==> src/rtl/axi_eth_rx_pkg.sv <==
// Shared receive-path constants and helpers.
//   Ethernet II: EtherType codes, header length, broadcast MAC.
//   IPv4: version, minimum header length (32-bit words), protocol numbers.
//   eth_type_supported(): EtherTypes the parser forwards to a consumer.
package axi_eth_rx_pkg;

    localparam logic [15:0] ETH_TYPE_IPV4  = 16'h0800;
    localparam logic [15:0] ETH_TYPE_ARP   = 16'h0806;
    localparam int          ETH_HDR_LENGTH = 14;
    localparam logic [47:0] MAC_BCAST      = 48'hffff_ffff_ffff;

    localparam logic [3:0]  IP_VERSION     = 4'd4;
    localparam logic [3:0]  IP_HDR_LENGTH  = 4'd5;
    localparam logic [7:0]  IP_PROTO_ICMP  = 8'd1;
    localparam logic [7:0]  IP_PROTO_TCP   = 8'd6;
    localparam logic [7:0]  IP_PROTO_UDP   = 8'd17;

    function automatic logic eth_type_supported(input logic [15:0] etype);
        return (etype == ETH_TYPE_IPV4) || (etype == ETH_TYPE_ARP);
    endfunction

endpackage

==> src/rtl/axi_eth_rx_sat_counter.sv <==
// Saturating event counter: holds at all-ones instead of wrapping.
//   clk, rst_n : clock, asynchronous active-low reset
//   clear_i    : synchronous clear (wins over inc_i)
//   inc_i      : count one event this cycle
//   count_o    : current count
module sat_counter
    import axi_eth_rx_pkg::*;
#(
    parameter int WIDTH = 16
) (
    input  logic             clk,
    input  logic             rst_n,
    input  logic             clear_i,
    input  logic             inc_i,
    output logic [WIDTH-1:0] count_o
);

    logic [WIDTH-1:0] count_q;
    logic [WIDTH-1:0] count_d;

    // next count: clear first, then increment unless already saturated
    always_comb begin
        count_d = count_q;
        if (clear_i) begin
            count_d = '0;
        end else if (inc_i && (count_q != {WIDTH{1'b1}})) begin
            count_d = count_q + WIDTH'(1);
        end else begin
            count_d = count_q;
        end
    end

    // counter register
    always_ff @(posedge clk or negedge rst_n) begin
        if (!rst_n) begin
            count_q <= '0;
        end else begin
            count_q <= count_d;
        end
    end

    assign count_o = count_q;

endmodule

==> src/rtl/axi_eth_rx.sv <==
// Ethernet II receive parser (FCS already stripped upstream).
// Consumes the 14-byte header, filters on destination MAC and EtherType,
// and forwards the payload with zero latency to the IPv4 or ARP stream.
//   s_axis_*      : byte stream from the MAC
//   eth_valid     : header accepted, held until the frame's tlast beat
//   eth_dst_mac/eth_src_mac/eth_type : last captured header fields
//   ip_axis_*     : IPv4 payload stream;  arp_axis_* : ARP payload stream
//   cnt_rx_frames : frames fully received; cnt_rx_dropped : frames dropped
module axi_eth_rx
    import axi_eth_rx_pkg::*;
#(
    parameter bit          DEBUG        = 1'b1,
    parameter logic [23:0] MAC_MSB      = 24'h010203,
    parameter logic [23:0] MAC_LSB      = 24'h040506,
    parameter bit          ACCEPT_BCAST = 1'b1,
    parameter int          CNT_WIDTH    = 16
) (
    input  logic                 clk,
    input  logic                 aresetn,
    input  logic                 s_axis_tvalid,
    input  logic [7:0]           s_axis_tdata,
    input  logic                 s_axis_tlast,
    output logic                 s_axis_tready,
    output logic                 eth_valid,
    output logic [47:0]          eth_dst_mac,
    output logic [47:0]          eth_src_mac,
    output logic [15:0]          eth_type,
    output logic                 ip_axis_tvalid,
    output logic [7:0]           ip_axis_tdata,
    output logic                 ip_axis_tlast,
    input  logic                 ip_axis_tready,
    output logic                 arp_axis_tvalid,
    output logic [7:0]           arp_axis_tdata,
    output logic                 arp_axis_tlast,
    input  logic                 arp_axis_tready,
    output logic [CNT_WIDTH-1:0] cnt_rx_frames,
    output logic [CNT_WIDTH-1:0] cnt_rx_dropped
);

    typedef enum logic [1:0] {
        S_HEADER  = 2'd0,
        S_PAYLOAD = 2'd1,
        S_SKIP    = 2'd2
    } state_t;

    localparam logic [47:0] OWN_MAC  = {MAC_MSB, MAC_LSB};
    localparam logic [3:0]  HDR_LAST = 4'(ETH_HDR_LENGTH - 1);
    // The header print is done by simulation monitors watching eth_valid;
    // nothing in the datapath depends on DEBUG.
    localparam bit debug_unused = DEBUG;

    state_t      state_q, state_d;
    logic [3:0]  idx_q, idx_d;
    logic [47:0] dst_q, dst_d;
    logic [47:0] src_q, src_d;
    logic [15:0] type_q, type_d;
    logic        eth_valid_q, eth_valid_d;

    logic        tready_s;
    logic        beat_s;
    logic        hdr_last_s;
    logic [15:0] type_cur_s;
    logic        accept_s;
    logic        frame_inc_s;
    logic        drop_inc_s;

    assign beat_s     = s_axis_tvalid && tready_s;
    assign hdr_last_s = (idx_q == HDR_LAST);
    // Header bytes shift in MSB first, so at byte 13 the first type byte
    // sits in the low half of type_q and the second is on the bus.
    assign type_cur_s = {type_q[7:0], s_axis_tdata};
    assign accept_s   = ((dst_q == OWN_MAC) || (ACCEPT_BCAST && (dst_q == MAC_BCAST)))
                        && eth_type_supported(type_cur_s);

    // Every tlast beat ends a frame whatever the state; drops happen only
    // in the header (runt, or failed filter). A runt at byte 13 is one drop.
    assign frame_inc_s = beat_s && s_axis_tlast;
    assign drop_inc_s  = beat_s && (state_q == S_HEADER)
                         && (s_axis_tlast || (hdr_last_s && !accept_s));

    // state register
    always_ff @(posedge clk or negedge aresetn) begin
        if (!aresetn) begin
            state_q <= S_HEADER;
        end else begin
            state_q <= state_d;
        end
    end

    // next-state logic
    always_comb begin
        state_d = state_q;
        case (state_q)
            S_HEADER: begin
                if (beat_s && !s_axis_tlast && hdr_last_s) begin
                    state_d = accept_s ? S_PAYLOAD : S_SKIP;
                end else begin
                    state_d = S_HEADER;
                end
            end
            S_PAYLOAD, S_SKIP: begin
                if (beat_s && s_axis_tlast) begin
                    state_d = S_HEADER;
                end else begin
                    state_d = state_q;
                end
            end
            default: state_d = S_HEADER;
        endcase
    end

    // output logic: payload routing is combinational, zero latency
    always_comb begin
        tready_s        = 1'b0;
        ip_axis_tvalid  = 1'b0;
        arp_axis_tvalid = 1'b0;
        case (state_q)
            S_HEADER: tready_s = 1'b1;
            S_PAYLOAD: begin
                if (type_q == ETH_TYPE_IPV4) begin
                    ip_axis_tvalid = s_axis_tvalid;
                    tready_s       = ip_axis_tready;
                end else if (type_q == ETH_TYPE_ARP) begin
                    arp_axis_tvalid = s_axis_tvalid;
                    tready_s        = arp_axis_tready;
                end else begin
                    tready_s = 1'b0;
                end
            end
            S_SKIP:  tready_s = 1'b1;
            default: tready_s = 1'b0;
        endcase
    end

    // Input is never ready while reset is held, even though the state
    // register already shows S_HEADER.
    assign s_axis_tready  = tready_s && aresetn;
    assign ip_axis_tdata  = s_axis_tdata;
    assign ip_axis_tlast  = s_axis_tlast;
    assign arp_axis_tdata = s_axis_tdata;
    assign arp_axis_tlast = s_axis_tlast;

    // header capture, byte index and eth_valid next values
    always_comb begin
        idx_d       = idx_q;
        dst_d       = dst_q;
        src_d       = src_q;
        type_d      = type_q;
        eth_valid_d = eth_valid_q;
        if (beat_s && (state_q == S_HEADER)) begin
            if (idx_q < 4'd6) begin
                dst_d = {dst_q[39:0], s_axis_tdata};
            end else if (idx_q < 4'd12) begin
                src_d = {src_q[39:0], s_axis_tdata};
            end else begin
                type_d = {type_q[7:0], s_axis_tdata};
            end
            if (s_axis_tlast || hdr_last_s) begin
                idx_d = 4'd0;
            end else begin
                idx_d = idx_q + 4'd1;
            end
            eth_valid_d = hdr_last_s && !s_axis_tlast && accept_s;
        end else if (beat_s && s_axis_tlast) begin
            eth_valid_d = 1'b0;
        end else begin
            eth_valid_d = eth_valid_q;
        end
    end

    // header and index registers
    always_ff @(posedge clk or negedge aresetn) begin
        if (!aresetn) begin
            idx_q       <= 4'd0;
            dst_q       <= 48'd0;
            src_q       <= 48'd0;
            type_q      <= 16'd0;
            eth_valid_q <= 1'b0;
        end else begin
            idx_q       <= idx_d;
            dst_q       <= dst_d;
            src_q       <= src_d;
            type_q      <= type_d;
            eth_valid_q <= eth_valid_d;
        end
    end

    assign eth_valid   = eth_valid_q;
    assign eth_dst_mac = dst_q;
    assign eth_src_mac = src_q;
    assign eth_type    = type_q;

    sat_counter #(.WIDTH(CNT_WIDTH)) u_cnt_frames (
        .clk     (clk),
        .rst_n   (aresetn),
        .clear_i (1'b0),
        .inc_i   (frame_inc_s),
        .count_o (cnt_rx_frames)
    );

    sat_counter #(.WIDTH(CNT_WIDTH)) u_cnt_dropped (
        .clk     (clk),
        .rst_n   (aresetn),
        .clear_i (1'b0),
        .inc_i   (drop_inc_s),
        .count_o (cnt_rx_dropped)
    );

endmodule

==> config.mk <==
export PLATFORM = sky130hd
export DESIGN_NAME = axi_eth_rx
export DESIGN_NICKNAME = d
export VERILOG_FILES = /design/src/rtl/axi_eth_rx_pkg.sv /design/src/rtl/axi_eth_rx_sat_counter.sv /design/src/rtl/axi_eth_rx.sv
export SDC_FILE = /design/constraint.sdc
export NUM_CORES = 1
export LEC_CHECK = 0
export CORE_ASPECT_RATIO = 1.2
export CORE_MARGIN = 2
export CORE_UTILIZATION = 40
export DETAILED_ROUTE_END_ITERATION = 8
export PLACE_DENSITY = 0.71
export RECOVER_POWER = 50
export SYNTH_ARGS = -nofsm -noshare
export SYNTH_HDL_FRONTEND = slang
export SYNTH_SLANG_ARGS = --single-unit
export TNS_END_PERCENT = 5
==> constraint.sdc <==
create_clock -name clk -period 5.3 [get_ports clk]
set_input_delay 0.795 -clock clk [delete_from_list [all_inputs] [get_ports clk]]
set_output_delay 0.795 -clock clk [all_outputs]
set_load 0.01 [all_outputs]
# --- Word level (Yosys, flattened, before mapping) ---
# Index checks and enable logic that the tools add are counted.
totals:
  regBits: 151
  latch_bits: 0
  mem_bits_rw: 0
  romBits: 0
  input_bits: 14
  out_inout_bits: 166
  elab_cells: 68
  mem_count: 0
op_classes:
  add_sub_neg: 3
  mul: 0
  div_mod_pow: 0
  order_cmp: 2
  n_eq_ne: 12
  shifts: 0
  n_mux: 15
  n_bitwise: 2
  n_reduce_logical: 26
op_table:
  columns: ["operator", "n"]
  rows:
  - ["$eq A16 B12 Y1 const B", 4]
  - ["$eq A48 B41 Y1 const B", 1]
  - ["$eq A48 B48 Y1 const B", 1]
  - ["$add A16 B1 Y16 const B", 2]
  - ["$ne A16 B16 Y1 const B", 2]
  - ["$logic_and A1 B1 Y1", 13]
  - ["$mux W1", 9]
  - ["$mux W2", 3]
  - ["$reduce_and A3 Y1", 2]
  - ["$add A4 B1 Y4 const B", 1]
  - ["$eq A4 B4 Y1 const B", 1]
  - ["$logic_or A1 B1 Y1", 4]
  - ["$lt A4 B3 Y1 const B", 1]
  - ["$lt A4 B4 Y1 const B", 1]
  - ["$mux W4", 1]
  - ["$pmux W2 S2", 1]
  - ["$reduce_or A2 Y1", 2]
  - ["$eq A2 B1 Y1 const B", 1]
  - ["$eq A2 B2 Y1 const B", 1]
  - ["$logic_not A1 Y1", 2]
  - ["$logic_not A2 Y1", 1]
  - ["$ne A2 B1 Y1 const B", 1]
  - ["$not A1 Y1", 2]
  - ["$pmux W1 S2", 1]
  - ["2 further kinds", 2]

# --- Logic depth before layout (Yosys ltp) ---
logic_depth:
  word_depth: 9
  depth_mapped: 9
  ltp_nobuf: 8

# --- Modules after synthesis ---
# Synthesis repeated with hierarchy kept, for this count alone.
unflattened:
  cells_unflattened: 560
  area_unflattened_um2: 7066.8
by_module_without_submodules:
  columns: ["mod", "instances", "cells_each", "area_each_um2", "seq_area_each_um2"]
  rows:
  - ["axi_eth_rx", 1, 364, 5182.5, 2977.9]
  - ["sat_counter", 2, 98, 942.2, 400.4]

# --- Worst setup path before layout ---
# OpenSTA, ideal clock, no wires.
synth_path:
  kind: "in2out"
  from: "input ip_axis_tready"
  to: "output s_axis_tready"
  t_arrival_ns: 1.704
  required_ns: 4.505
  slack_ns: 2.801
  path_stages: 4
  path_buffers: 0
  cell_sequence: "or3b_2 -> a21oi_1 -> a211o_2 -> and3b_1"
synth_between:
  elab_chain_len: 3
synth_lines:
  columns: ["item", "line_no", "source"]
  rows:
  - ["from (decl)", "axi_eth_rx.sv:31", "input logic ip_axis_tready,"]
  - ["$mux W1", "axi_eth_rx.sv:120", "if (type_q == ETH_TYPE_IPV4) begin"]
  - ["$pmux W1 S2", "axi_eth_rx.sv:117", "case (state_q)"]
  - ["$logic_and A1 B1 Y1", "axi_eth_rx.sv:137", "assign s_axis_tready = tready_s && aresetn;"]
  - ["to (decl)", "axi_eth_rx.sv:23", "output logic s_axis_tready,"]
# Every way passes these cells.

# --- Final worst setup path ---
# Ends and elaborated chain as after synthesis.

==> flow_metrics.py <==
metrics = {
    "drt": {
        "dr_total_vias": 4675,
        "wl_um": 16050,
        "firstDrtPassIters": 4,
        "wire_per_inst_um": 18.05,
        "drtIter0Drc": 278,
        "drc": 0,
        "antenna_left": 0,
        "drt-vias-per-instance": 5.259,
    },
    "setup_path": {
        "critPathMaxStageDelay_ns": 0.56,
        "crit_path_frequent_cell": "clkdlybuf4s50_1",
        "cp_top_family": "buffers and inverters",
        "critPathMaxFanout": 4,
        "critPathSlowestCell": "clkdlybuf4s50_1",
        "crit_arrival_ns": 2.77,
        "worst-endpoint-required_ns": 4.51,
        "criticalPathCategory": "in2out",
        "critPathLaunchType": "input port",
        "worstSetupEndpointType": "primary output",
        "timing.reg2reg.setup_slack_ns": 2.39,
        "cp.buffers_inverters": 2,
        "crit_chain": "clkdlybuf4s50_1 > or3b_2 > a21oi_1 > a211o_2 > and3b_1 > clkdlybuf4s50_1",
    },
    "floorplan": {
        "dieArea_um2": 17480,
        "die_x_um": 121.0,
        "die_y_um": 144.4,
        "row_count": 51,
        "core_area_um2": 16140,
        "io_pins": 180,
        "initial_utilization_pct": 40.73,
    },
    "sta": {
        "worst_slack_ns": 1.732,
        "finalHoldViolCount": 0,
        "finalCritPeriodShare_pct": 67.32,
        "tightest_slew_ns": 2.906,
        "max_freq_mhz": 280.3,
        "fin_skew_ns": 0.009881,
        "final-setup-viol-count": 0,
        "slew_headroom_pct": -93.76,
        "finalCriticalPeriod_ns": 3.568,
        "rsz0062_at_grt": "false",
        "hold_ws_ns": 0.2858,
        "slew_violations": 112,
        "setup_tns_ns": 0,
    },
    "logic_synthesis": {
        "yosysSeqAreaShare_pct": 57.47,
        "synthCells": 496,
        "synth.cell_area_um2": 6575,
        "yosysTopAreaCell": "dfrtp_1",
        "syn_avg_cell_area_um2": 13.26,
        "synth-seq-cells": 151,
        "synth_nets": 518,
        "yosysWarnings": 0,
        "synth.area.top_cells": "dfrtp_1 (57%), mux2_2 (20%), buf_4 (2.2%), xor2_1 (2.1%), nand4_1 (2.0%)",
        "yosysUniqueCellTypes": 40,
        "yosys.area.top_type_share_pct": 57.47,
    },
    "global_route": {
        "grt_pass1_wl_um": 25930,
        "met1_usage_pct": 23.20,
        "overflow": 0,
        "gr-usage-met2_pct": 33.12,
        "grt_pass1_vias": 4823,
        "grt_usage_pct": 19.04,
        "grt_max_degree": 57,
        "antenna_found_initial": 0,
        "busiest_layer": "met2",
        "grt_util_met3_pct": 4.298,
    },
    "job": {
        "drv_cap": 2,
    },
    "clock_tree": {
        "cts_buffers": 17,
        "cts_sinks": 151,
        "postCtsSetupRepairBufs": 0,
        "clk_pin_slew_worst_paths_ns": 0.06,
        "cts-root-buf": "clkbuf_16",
        "cts_resized": 0,
        "cts_tree": "yes",
        "cts_hold_buf": 0,
        "clock_latency_ns": 0.42,
        "clockBufferDepth": 2,
        "htreeDepth": 4,
    },
    "placed_design": {
        "dp_slack_ns": 1.729,
        "place_congestion": 0.8302,
        "hpwl_um": 11710,
        "numPortBuffers": 179,
    },
    "pwr": {
        "peakVddDrop_mv": 0.2079,
        "swShare_pct": 28.13,
        "p_per_area_nw_per_um2": 370.5,
        "pwr-share-comb_pct": 19.7,
        "p_int_w": 0.002407,
        "switching_power_w": 0.0009421,
        "leakagePower_nw": 4.150,
        "seq_power_share_pct": 45.2,
        "clkPwrFrac_pct": 35.1,
    },
    "finish": {
        "drive_gt1_share_pct": 23.04,
        "syn2layout_area_growth_pct": 37.49,
        "fin_nets": 687,
        "antenna_cells": 0,
    },
    "worst_hold_path": {
        "hold_path_class": "in2async",
    },
    "run_status": {
        "violations": "capacitance limit, slew limit",
        "outcome": "complete, but fails checks",
    },
}
## layout by cell type, fill, tap and decap left out, drive strengths merged, types with 8 or more instances in the layout
cell type	n
xor2	16
xnor2	14
dlygate4sd3	80
inv	9
clkbuf	20
clkdlybuf4s50	98
nand2	18
nand3	23
nor4	18
nor3	12
nand4	21
ha	8
mux2	115
and3	11
dfrtp	151
nor2	12
## kinds of logic after synthesis
| logic type | count (synthesis) | share of synthesized area [%] |
|---|---|---|
| muxes | 116 | 19.85 |
| AOI/OAI and AO/OA | 15 | 1.827 |
| adders and majority gates | 8 | 1.522 |
| buffers and inverters | 39 | 3.406 |
| and+or+nand+nor | 137 | 11.93 |
| xor gates and xnor gates | 30 | 3.996 |
| DFF | 151 | 57.47 |
## worst register-to-register path: stages (launching register included)
cell     delay [ns]
dfrtp_1        0.41
inv_1          0.10
ha_1           0.23
nand4_1        0.70
or3b_2         0.74
nor4b_1        0.38
inv_1          0.07
o21ai_0        0.19
## cell type report
class	count	area [µm²]
clock buffers	18	429.2
clock inverters	13	148.9
fillers	1342	7104
inverters	6	22.52
multi-input cells	306	2580
flip-flops and latches	151	3779
well taps	212	265.3
repair buffers	183	1815
## layer usage
layer	wire length [µm]	up-vias
met2	8457	134
met5	0	-
met3	700	18
li1	-	2135
met4	234	0
met1	6653	2388
## sequential cells by signal (all words and copies together) (netlist names)
signal and count:
idx_q 4, u_cnt_dropped.count_o 16, eth_dst_mac 48, u_cnt_frames.count_o 16, eth_valid 1, state_q 2
eth_type 16, eth_src_mac 48
## power groups by stage
stage,Sequential (W),Combinational [W],Clock (W)
floorplan,0.00155,0.000219,0
detailed placement,0.00154,0.000689,0
finish,0.00151,0.000659,0.00118
global placement,0.00152,0.000678,0
global route,0.00154,0.000717,0.00125
CTS,0.00152,0.000692,0.00120
## worst paths after layout
kind,startpoint,to,cells after the start
worst max register to register,state_q[0],state_q[0],7
worst max-delay path,ip_axis_tready,s_axis_tready,6
worst min-delay path,aresetn,u_cnt_dropped.count_o[9],1
max in group asynchronous,aresetn,eth_src_mac[26],2
worst min register to register,u_cnt_dropped.count_o[13],u_cnt_dropped.count_o[13],1
min in group clk,u_cnt_dropped.count_o[13],u_cnt_dropped.count_o[13],1
## cells in the mapped netlist (all sizes together)
library cell	number
dfrtp	151
xnor2	14
a211o	1
a21oi	2
xor2	16
or3	2
nor4b	4
buf	28
and3	11
and3b	1
and4b	1
or4	2
o21ai	5
o31ai	1
clkbuf	5
ha	8
a31o	1
or3b	3
nand3	23
and4	3
a41o	1
o41ai	1
mux2i	1
nor2	12
a21o	1
nor3b	3
a2111o	1
inv	6
nand4	21
nand2	18
nand4b	2
a32o	1
mux2	115
nor3	12
nor2b	1
nor4	18
## per-stage QoR
| step | instances | util (%) | instance area, µm² | total power (W) |
|---|---|---|---|---|
| global route | 889 | 55.99 | 9040 | 0.003511 |
| detailed placement | 858 | 52.46 | 8469 | 0.002228 |
| CTS | 889 | 56.04 | 9047 | 0.003413 |
| finish | 889 | 55.99 | 9040 | 0.003349 |
| floorplan | 496 | - | 6575 | 0.001773 |
| global placement | 858 | 52.46 | 8469 | 0.002202 |
(Power assumes the default switching activity.)
